**src/rtl/delay_unit_pkg.sv**
```systemverilog
// Shared types and default widths for the coarse delay stage.
package delay_unit_pkg;

  localparam int unsigned CNT_W_DEF = 32;
  localparam int unsigned PW_W_DEF  = 16;

  typedef enum logic [1:0] {
    IDLE  = 2'd0,
    ARMED = 2'd1,
    DELAY = 2'd2,
    PULSE = 2'd3
  } coarse_state_t;

endpackage

```
**src/rtl/trigger_edge_detect.sv**
```systemverilog
// Rising-edge detector for the external trigger with a registered,
// one-cycle edge output. With COARSE_DELAY_TRIG_SYNC_EN defined the
// trigger first passes through a two-flop synchronizer (+2 cycles latency).
module trigger_edge_detect (
  input  logic clk,
  input  logic rst,
  input  logic trig_i,
  output logic edge_o
);

  logic trig_s;
  logic prev_q;
  logic edge_q;

`ifdef COARSE_DELAY_TRIG_SYNC_EN
  logic [1:0] sync_q;

  // Two-flop synchronizer for the asynchronous external trigger
  always_ff @(posedge clk or posedge rst) begin
    if (rst) sync_q <= '0;
    else     sync_q <= {sync_q[0], trig_i};
  end

  assign trig_s = sync_q[1];
`else
  assign trig_s = trig_i;
`endif

  // Edge fires in the cycle the sample is 1 and the previous sample was 0
  always_ff @(posedge clk or posedge rst) begin
    if (rst) begin
      prev_q <= 1'b0;
      edge_q <= 1'b0;
    end else begin
      prev_q <= trig_s;
      edge_q <= trig_s & ~prev_q;
    end
  end

  assign edge_o = edge_q;

endmodule

```
**src/rtl/coarse_delay.sv**
```systemverilog
// Coarse delay stage: one-shot, armed trigger delay in whole clk cycles
// followed by a pulse of programmable width. Optional trigger
// synchronizer selected by macro COARSE_DELAY_TRIG_SYNC_EN.
module coarse_delay
  import delay_unit_pkg::*;
#(
  parameter int unsigned CNT_W = CNT_W_DEF,
  parameter int unsigned PW_W  = PW_W_DEF
) (
  input  logic             clk,
  input  logic             rst,
  input  logic             trigger_in,
  input  logic [CNT_W-1:0] coarse_delay_cycles,
  input  logic [PW_W-1:0]  pulse_width_cycles,
  input  logic             coarse_update,
  input  logic             arm,
  input  logic             abort,
  output logic             trigger_out,
  output logic             armed,
  output logic             busy,
  output logic [7:0]       missed_count
);

  coarse_state_t    state_q, state_d;
  logic [CNT_W-1:0] d_shadow_q;
  logic [PW_W-1:0]  w_shadow_q;
  logic [CNT_W-1:0] cnt_q, cnt_d;
  logic [PW_W-1:0]  w_act_q, w_act_d;
  logic [PW_W-1:0]  pcnt_q, pcnt_d;
  logic [7:0]       missed_q, missed_d;
  logic             edge_det;

  trigger_edge_detect u_edge (
    .clk    (clk),
    .rst    (rst),
    .trig_i (trigger_in),
    .edge_o (edge_det)
  );

  // Shadow registers: only written by the update strobe
  always_ff @(posedge clk or posedge rst) begin
    if (rst) begin
      d_shadow_q <= '0;
      w_shadow_q <= '0;
    end else if (coarse_update) begin
      d_shadow_q <= coarse_delay_cycles;
      w_shadow_q <= pulse_width_cycles;
    end
  end

  // State, counters and missed-edge counter registers
  always_ff @(posedge clk or posedge rst) begin
    if (rst) begin
      state_q  <= IDLE;
      cnt_q    <= '0;
      w_act_q  <= '0;
      pcnt_q   <= '0;
      missed_q <= '0;
    end else begin
      state_q  <= state_d;
      cnt_q    <= cnt_d;
      w_act_q  <= w_act_d;
      pcnt_q   <= pcnt_d;
      missed_q <= missed_d;
    end
  end

  // Next-state logic; counters hold (value-1) so D = 2^CNT_W-1 never overflows
  always_comb begin
    state_d  = state_q;
    cnt_d    = cnt_q;
    w_act_d  = w_act_q;
    pcnt_d   = pcnt_q;
    missed_d = missed_q;

    if (edge_det && (state_q == DELAY || state_q == PULSE) && missed_q != 8'hFF)
      missed_d = missed_q + 8'd1;

    case (state_q)
      IDLE: begin
        if (arm) state_d = ARMED;
      end
      ARMED: begin
        if (edge_det) begin
          w_act_d = w_shadow_q;
          if (d_shadow_q == '0) begin
            state_d = PULSE;
            pcnt_d  = (w_shadow_q == '0) ? '0 : w_shadow_q - PW_W'(1);
          end else begin
            state_d = DELAY;
            cnt_d   = d_shadow_q - CNT_W'(1);
          end
        end
      end
      DELAY: begin
        if (cnt_q == '0) begin
          state_d = PULSE;
          pcnt_d  = (w_act_q == '0) ? '0 : w_act_q - PW_W'(1);
        end else begin
          cnt_d = cnt_q - CNT_W'(1);
        end
      end
      PULSE: begin
        if (pcnt_q == '0) state_d = IDLE;
        else              pcnt_d  = pcnt_q - PW_W'(1);
      end
      default: state_d = IDLE;
    endcase

    if (abort) state_d = IDLE;
  end

  assign trigger_out  = (state_q == PULSE);
  assign armed        = (state_q == ARMED);
  assign busy         = (state_q == DELAY) || (state_q == PULSE);
  assign missed_count = missed_q;

endmodule

```
**config.mk**
```make
export PLATFORM = sky130hd
export DESIGN_NAME = coarse_delay
export DESIGN_NICKNAME = d
export VERILOG_FILES = /design/src/rtl/delay_unit_pkg.sv /design/src/rtl/trigger_edge_detect.sv /design/src/rtl/coarse_delay.sv
export SDC_FILE = /design/constraint.sdc
export NUM_CORES = 1
export LEC_CHECK = 0
export BUFFER_PORTS_ARGS = -buffer_cell sky130_fd_sc_hd__buf_2
export CORE_AREA = 2 2 119 121
export DETAILED_ROUTE_END_ITERATION = 8
export DIE_AREA = 0 0 121 123
export PLACE_DENSITY = 0.8
export SLEW_MARGIN = 40
export SYNTH_ARGS = -nofsm -noshare
export SYNTH_HDL_FRONTEND = slang
export SYNTH_HIERARCHICAL = 1
export SYNTH_SLANG_ARGS = --single-unit
export TNS_END_PERCENT = 50
```
**constraint.sdc**
```tcl
create_clock -name clk -period 5.4 [get_ports clk]
set_input_delay 0.27 -clock clk [delete_from_list [all_inputs] [get_ports clk]]
set_output_delay 0.27 -clock clk [all_outputs]
set_load 0.05 [all_outputs]
```
==> qor.txt, run 1 <==
final WL - 20,400 um
Post-Syn Instances - 837
number of global-route vias before repair - 6,667
DR pass1 iterations - 7
RSZ-0062 raised after global routing - no
sequential share of the synthesized area - 0.382
Total Nets Final - 944
min Tclk post-route - 3.69 ns
mapped cell area - 0.00813 mm2
leakage - 3.70 nW
GR Overflow Total - 0
Arr. time, crit path - 4.01 ns
Yosys top cell area share - 0.382
H-tree depth - 4
period utilisation layout - 0.684
Seq cells post-synth - 124
DRT iter0 DRCs - 667
DPL Wire Length - 13,600 um
Critical Path RT - 5.71 ns
CTS Hold Bufs - 2
synthesis warning total - 6
Die H - 123 um
via/cell ratio - 6.54
Cell variety after synth - 87
dpl cell area - 0.00854 mm2
Resize count post-CTS - 0
Rel. slew slack - 0.461
clock-pin slew on the worst setup and hold paths - 0.06 ns
pre-CTS setup slack - 1.83 ns
most frequent cell after synthesis - dfrtp_1
Rows - 43
Wirelength per Cell - 19.1 um
CTS tree - done
Core Area - 0.0136 mm2
Worst VDD drop - 0.315 mV
global-route wire length before repair - 33,800 um
pin count of the biggest net entering global routing - 80
Worst Skew - 0.0118 ns
most frequent cells after synthesis - dfrtp_1 (124), mux2_2 (62), nand2_1 (56), nor3_1 (50), nor2_1 (45)
Slew Limit Fails - 0
Clk Latency, worst-skew pair - 0.43 ns
die area - 0.0149 mm2
Remaining DRCs - 0
Antenna Nets Post-Route - 0
leading area contributor after synthesis - dfrtp_1
CP Class - flip-flop to flip-flop
EDFF count, synth - 0
Final Cell Area - 0.00917 mm2
Root Driver - clkbuf_16
# Max-Cap Violations - 0
clock buffer depth - 2
share of layout cells above drive strength 1 - 0.242
status - complete, no violations
Port Buffers - 64
post-CTS setup buffers - 0
crit end category - flip-flop
hold crit path type - input pin to flip-flop
Synthesized Nets - 902
DR vias - 7,015
area delta synth->final - 12.7%
Final Hold Viols - 0
Total Routing Usage GR - 0.288
setup tns final - 0 ns
Final Core Density - 0.673
diodes inserted - 0
gp weighted congestion - 0.910
worst-margin pin slew - 0.806 ns
initial antenna violation count - 0
initial core utilization - 0.597
setup slack after layout - 1.71 ns
Die Wd - 121 um
endpoints failing setup - 0
Top FF cell, synth - dfrtp_1
Avg Inst Size Synth - 9.72 um2
CP Max Fanout - 79
Max Freq - 0.271 GHz
asr flop ratio synth - 1.00
CP startpoint kind - flip-flop
Pwr Density - 502 mW/mm2
CTS Sinks - 124
Num CTS Buffers - 17
top post-synthesis cells by area - dfrtp_1 (38%), mux2_2 (8.6%), mux2i_1 (3.1%)
I/O pin total - 65
final cells by class:
class	instances	area (um2)
Inverter	19	73.8
Timing Repair Buffer	73	399
Sequential cell	124	3100
Fill cell	1062	4450
Multi-Input combinational cell	644	4770
Tap cell	180	225
Clock inverter	14	158
Clock buffer	18	439
report_power, final:
part	internal (mW)	total, mW	switching (mW)	leakage [nW]
clock	0.701	1.17	0.469	0.290
combinational	0.758	1.77	1.01	1.92
sequential	1.22	1.66	0.437	1.49
total	2.68	4.60	1.92	3.70
worst max-delay path, stage by stage (launching register included):
cell and delay (ns):
dfrtp_1 0.40, inv_1 0.17, ha_4 0.67, buf_4 0.51
or3b_2 0.52, a2bb2oi_2 0.52, nand2_1 0.20, a31o_1 0.25
a211o_1 0.29
sequential cells by signal (all words and copies together), names as in the netlist:
name / count
cnt_q: 32
d_shadow_q: 32
pcnt_q: 16
w_act_q: 16
w_shadow_q: 16
missed_count: 8
state_q: 2
u_edge/edge_o: 1
u_edge/prev_q: 1
kinds of logic (layout without fill, tap and decap cells):
kind of cell	Yosys count	in the layout	synth area share
mux	87	87	0.117
xor+xnor	43	43	0.0463
compound gates	182	182	0.165
buf+inv	69	124	0.0385
flops	124	124	0.382
fa+ha+maj	11	11	0.0169
simple gates	321	321	0.235
routing by layer:
metal  track usage  vias up  wire length (um)  part of all wire
li1              -     3259                 -                 -
met1         0.413     3432              9410              0.46
met2         0.431      294              9180              0.45
met3        0.0609       30              1530             0.075
met4         0.102        0               306             0.015
met5             0        -                 0                 0
cell usage in the layout, fill, tap and decap left out, types with 10 or more instances in the layout:
cell type,count
dfrtp_1,124
buf_2,63
mux2_2,62
nand2_1,55
nor3_1,50
nor2_1,45
o21ai_0,28
a21oi_1,26
mux2i_1,25
xor2_1,22
xnor2_1,21
nor4_1,20
inv_1,17
nand3_1,17
nor2b_1,17
clkbuf_16,17
o22ai_1,16
nor3b_1,14
and3_1,11
a22o_1,11
o31ai_1,10
ha_1,10
path summary, 6_finish.rpt:
check,startpoint,end,slack [ns],depth (start not counted)
hold reg to reg,u_edge/prev_q,u_edge/edge_o,0.44,1
setup / recovery,state_q[0],cnt_q[23],1.71,8
min in group asynchronous,rst,u_edge/edge_o,0.27,3
max in group asynchronous,rst,cnt_q[15],3.80,4
setup reg to reg,state_q[0],cnt_q[23],1.71,8
hold / removal,abort,state_q[1],0.03,2
per-stage QoR:
step / hold WS [ns] / total power [mW] / instances
floorplan: 0.0112 / 2.98 / 837
global placement: 0.153 / 3.33 / 1037
detailed placement: 0.159 / 3.38 / 1038
CTS: 0.0184 / 4.56 / 1072
global route: 0.0325 / 4.89 / 1072
finish: 0.0251 / 4.60 / 1072
No activity file was read; power rests on OpenSTA's default activity.
==> inputs of run 2 (changes only) <==
- clock period: 5.4 -> 3.8 ns (I/O delays scaled with it)
==> run 2 against run 1 <==
  * Count of clock-buffer cells in the layout up 1
  * Register-to-register slack worse by 1.2 ns
  * Worst setup slack worse by 1.2 ns
  * Core utilization up 3.3 points
  * Clock power up 43%
  * Sequential power up 43%
  * Maximum frequency up 13%
  * Sequential cell count unchanged
  * Total power up 44%
  * Largest power group unchanged
==> qor.txt, run 2 (synthesis gave the netlist of run 1 again) <==
wl on met1 - 9570 um
# Max-Cap Violations - 0
worst reg2reg path depth - 10
fillers - 998
reg-to-reg setup timing slack - 0.54 ns
gp weighted congestion - 0.894
Final Core Density - 0.707
clock-pin slew on the worst setup and hold paths - 0.06 ns
Clk Latency, worst-skew pair - 0.42 ns
Slowest cell on crit path - ha_4
Slew Limit Fails - 0
setup tns final - 0 ns
Total Nets Final - 996
CP peak stage delay - 0.51 ns
initial antenna violation count - 0
final WL - 21,500 um
Rel. slew slack - 0.450
Rows - 43
Max Freq - 0.307 GHz
Crit Reg-Reg Endpoint - cnt_q[23]
DR pass1 iterations - 5
most frequent cells in the layout - dfrtp_1 (124), buf_2 (63), mux2_2 (62)
Reg area - 0.00310 mm2
CP Class - flip-flop to flip-flop
Finished Layout Cells - 1,124
clock buffer depth - 2
Num CTS Buffers - 17
leakage - 3.91 nW
min Tclk post-route - 3.26 ns
Die H - 123 um
DRT iter0 DRCs - 702
worst-margin pin slew - 0.822 ns
DR vias - 7,208
die area - 0.0149 mm2
crit end category - flip-flop
pin count of the biggest net entering global routing - 81
Final Hold Viols - 0
CP startpoint kind - flip-flop
Final Cell Area - 0.00962 mm2
Arr. time, crit path - 3.57 ns
Antenna Nets Post-Route - 0
GR Overflow Total - 0
Worst VDD drop - 0.471 mV
number of global-route vias before repair - 7,193
Wirelength per Cell - 19.2 um
Multi-input gate area - 0.00474 mm2
Remaining DRCs - 0
DPL Wire Length - 14,000 um
Root Driver - clkbuf_16
DR top layer - met4
Detail Route met2 WL - 9840 um
dpl cell area - 0.00863 mm2
Final Power - 6.63 mW
global-route wire length before repair - 35,900 um
Hold Startpoint - coarse_delay_cycles[11]
Core Area - 0.0136 mm2
most common cell after layout, fill and taps aside - dfrtp_1
Bufs and invs on worst path - 3
worst hold margin - 0.00718 ns
endpoints failing setup - 0
Die Wd - 121 um
RSZ-0062 raised after global routing - no
Regs by FF count - cnt_q (32), d_shadow_q (32)
Resize count post-CTS - 0
setup slack after layout - 0.539 ns
I/O pin total - 65
placed insts - 1,053
area delta synth->final - 18.3%
via/cell ratio - 6.41
CP most frequent cell - buf_4
hold crit path type - input pin to flip-flop
CP delay by family, top - buffers and inverters
diodes inserted - 0
Pwr Density - 690 mW/mm2
CTS Sinks - 124
H-tree depth - 4
Total Routing Usage GR - 0.306
share of layout cells above drive strength 1 - 0.239
period utilisation layout - 0.858
Critical Path RT - 4.11 ns
Worst Skew - 0.00802 ns
startpoint of the worst register-to-register path - state_q[0]
pre-CTS setup slack - 0.603 ns
CTS tree - done
Port Buffers - 64
Hold Path Stages - 2
CP Max Fanout - 49
hold endpoint - d_shadow_q[11]
initial core utilization - 0.597
status - complete, no violations
crit-path cells - inv_1 -> ha_4 -> buf_4 -> nor3b_2 -> o22ai_1 -> nor4_4 -> buf_4 -> nand2_1 -> a31o_1 -> a211o_1
DR WL met3 - 1710 um
==> run 2: cell types whose count changed in the layout (fill, tap and decap cells not counted), moves of 2 or more <==
cell and change:
clkbuf_1 +2, inv_6 -2, buf_4 +16, dlygate4sd3_1 +37
==> run 2: cell type report <==
type	count	share of cell area
repair buffers	125	0.0913
clock buffers	19	0.0450
clock inverters	13	0.0173
well taps	180	0.0234
multi-input cells	644	0.492
inverters	19	0.00794
flip-flops and latches	124	0.323
==> run 2: worst register-to-register path, delay by kind of cell (launching register included) <==
| family | cells | cell delay (ns) |
|---|---|---|
| flip-flops | 1 | 0.40 |
| AO/OA/AOI/OAI | 3 | 0.75 |
| AND/OR/NAND/NOR | 3 | 0.67 |
| buffers and inverters | 3 | 0.81 |
| adder cells (fa/ha/maj) | 1 | 0.51 |
==> run 2: how the worst max path moves through the flow <==
stage,from,end,slack (ns),cells past startpoint
after CTS,state_q[0],cnt_q[23],0.58,10
after global routing,state_q[0],cnt_q[30],0.24,9
after floorplan,state_q[0],cnt_q[28],0.09,17
final,state_q[0],cnt_q[23],0.54,10
after global placement,state_q[0],cnt_q[23],0.72,10
after detailed placement,state_q[0],cnt_q[23],0.60,10
==> run 2: routing by layer <==
metal / vias up / track usage
met5: - / 0
met4: 0 / 0.106
met3: 41 / 0.0775
met2: 318 / 0.474
met1: 3482 / 0.421
li1: 3367 / -
==> run 2: where the power goes <==
part	total, mW	leakage, nW	internal, mW	switching (mW)
sequential	2.37	1.49	1.74	0.632
combinational	2.60	2.13	1.15	1.45
clock	1.67	0.284	1.03	0.633
==> run 2: timing repair <==
action,CTS,global route
endpoints found under the setup margin,0,0
hold endpoints to repair,119,0
setup buffers,0,0
hold buffers,39,0
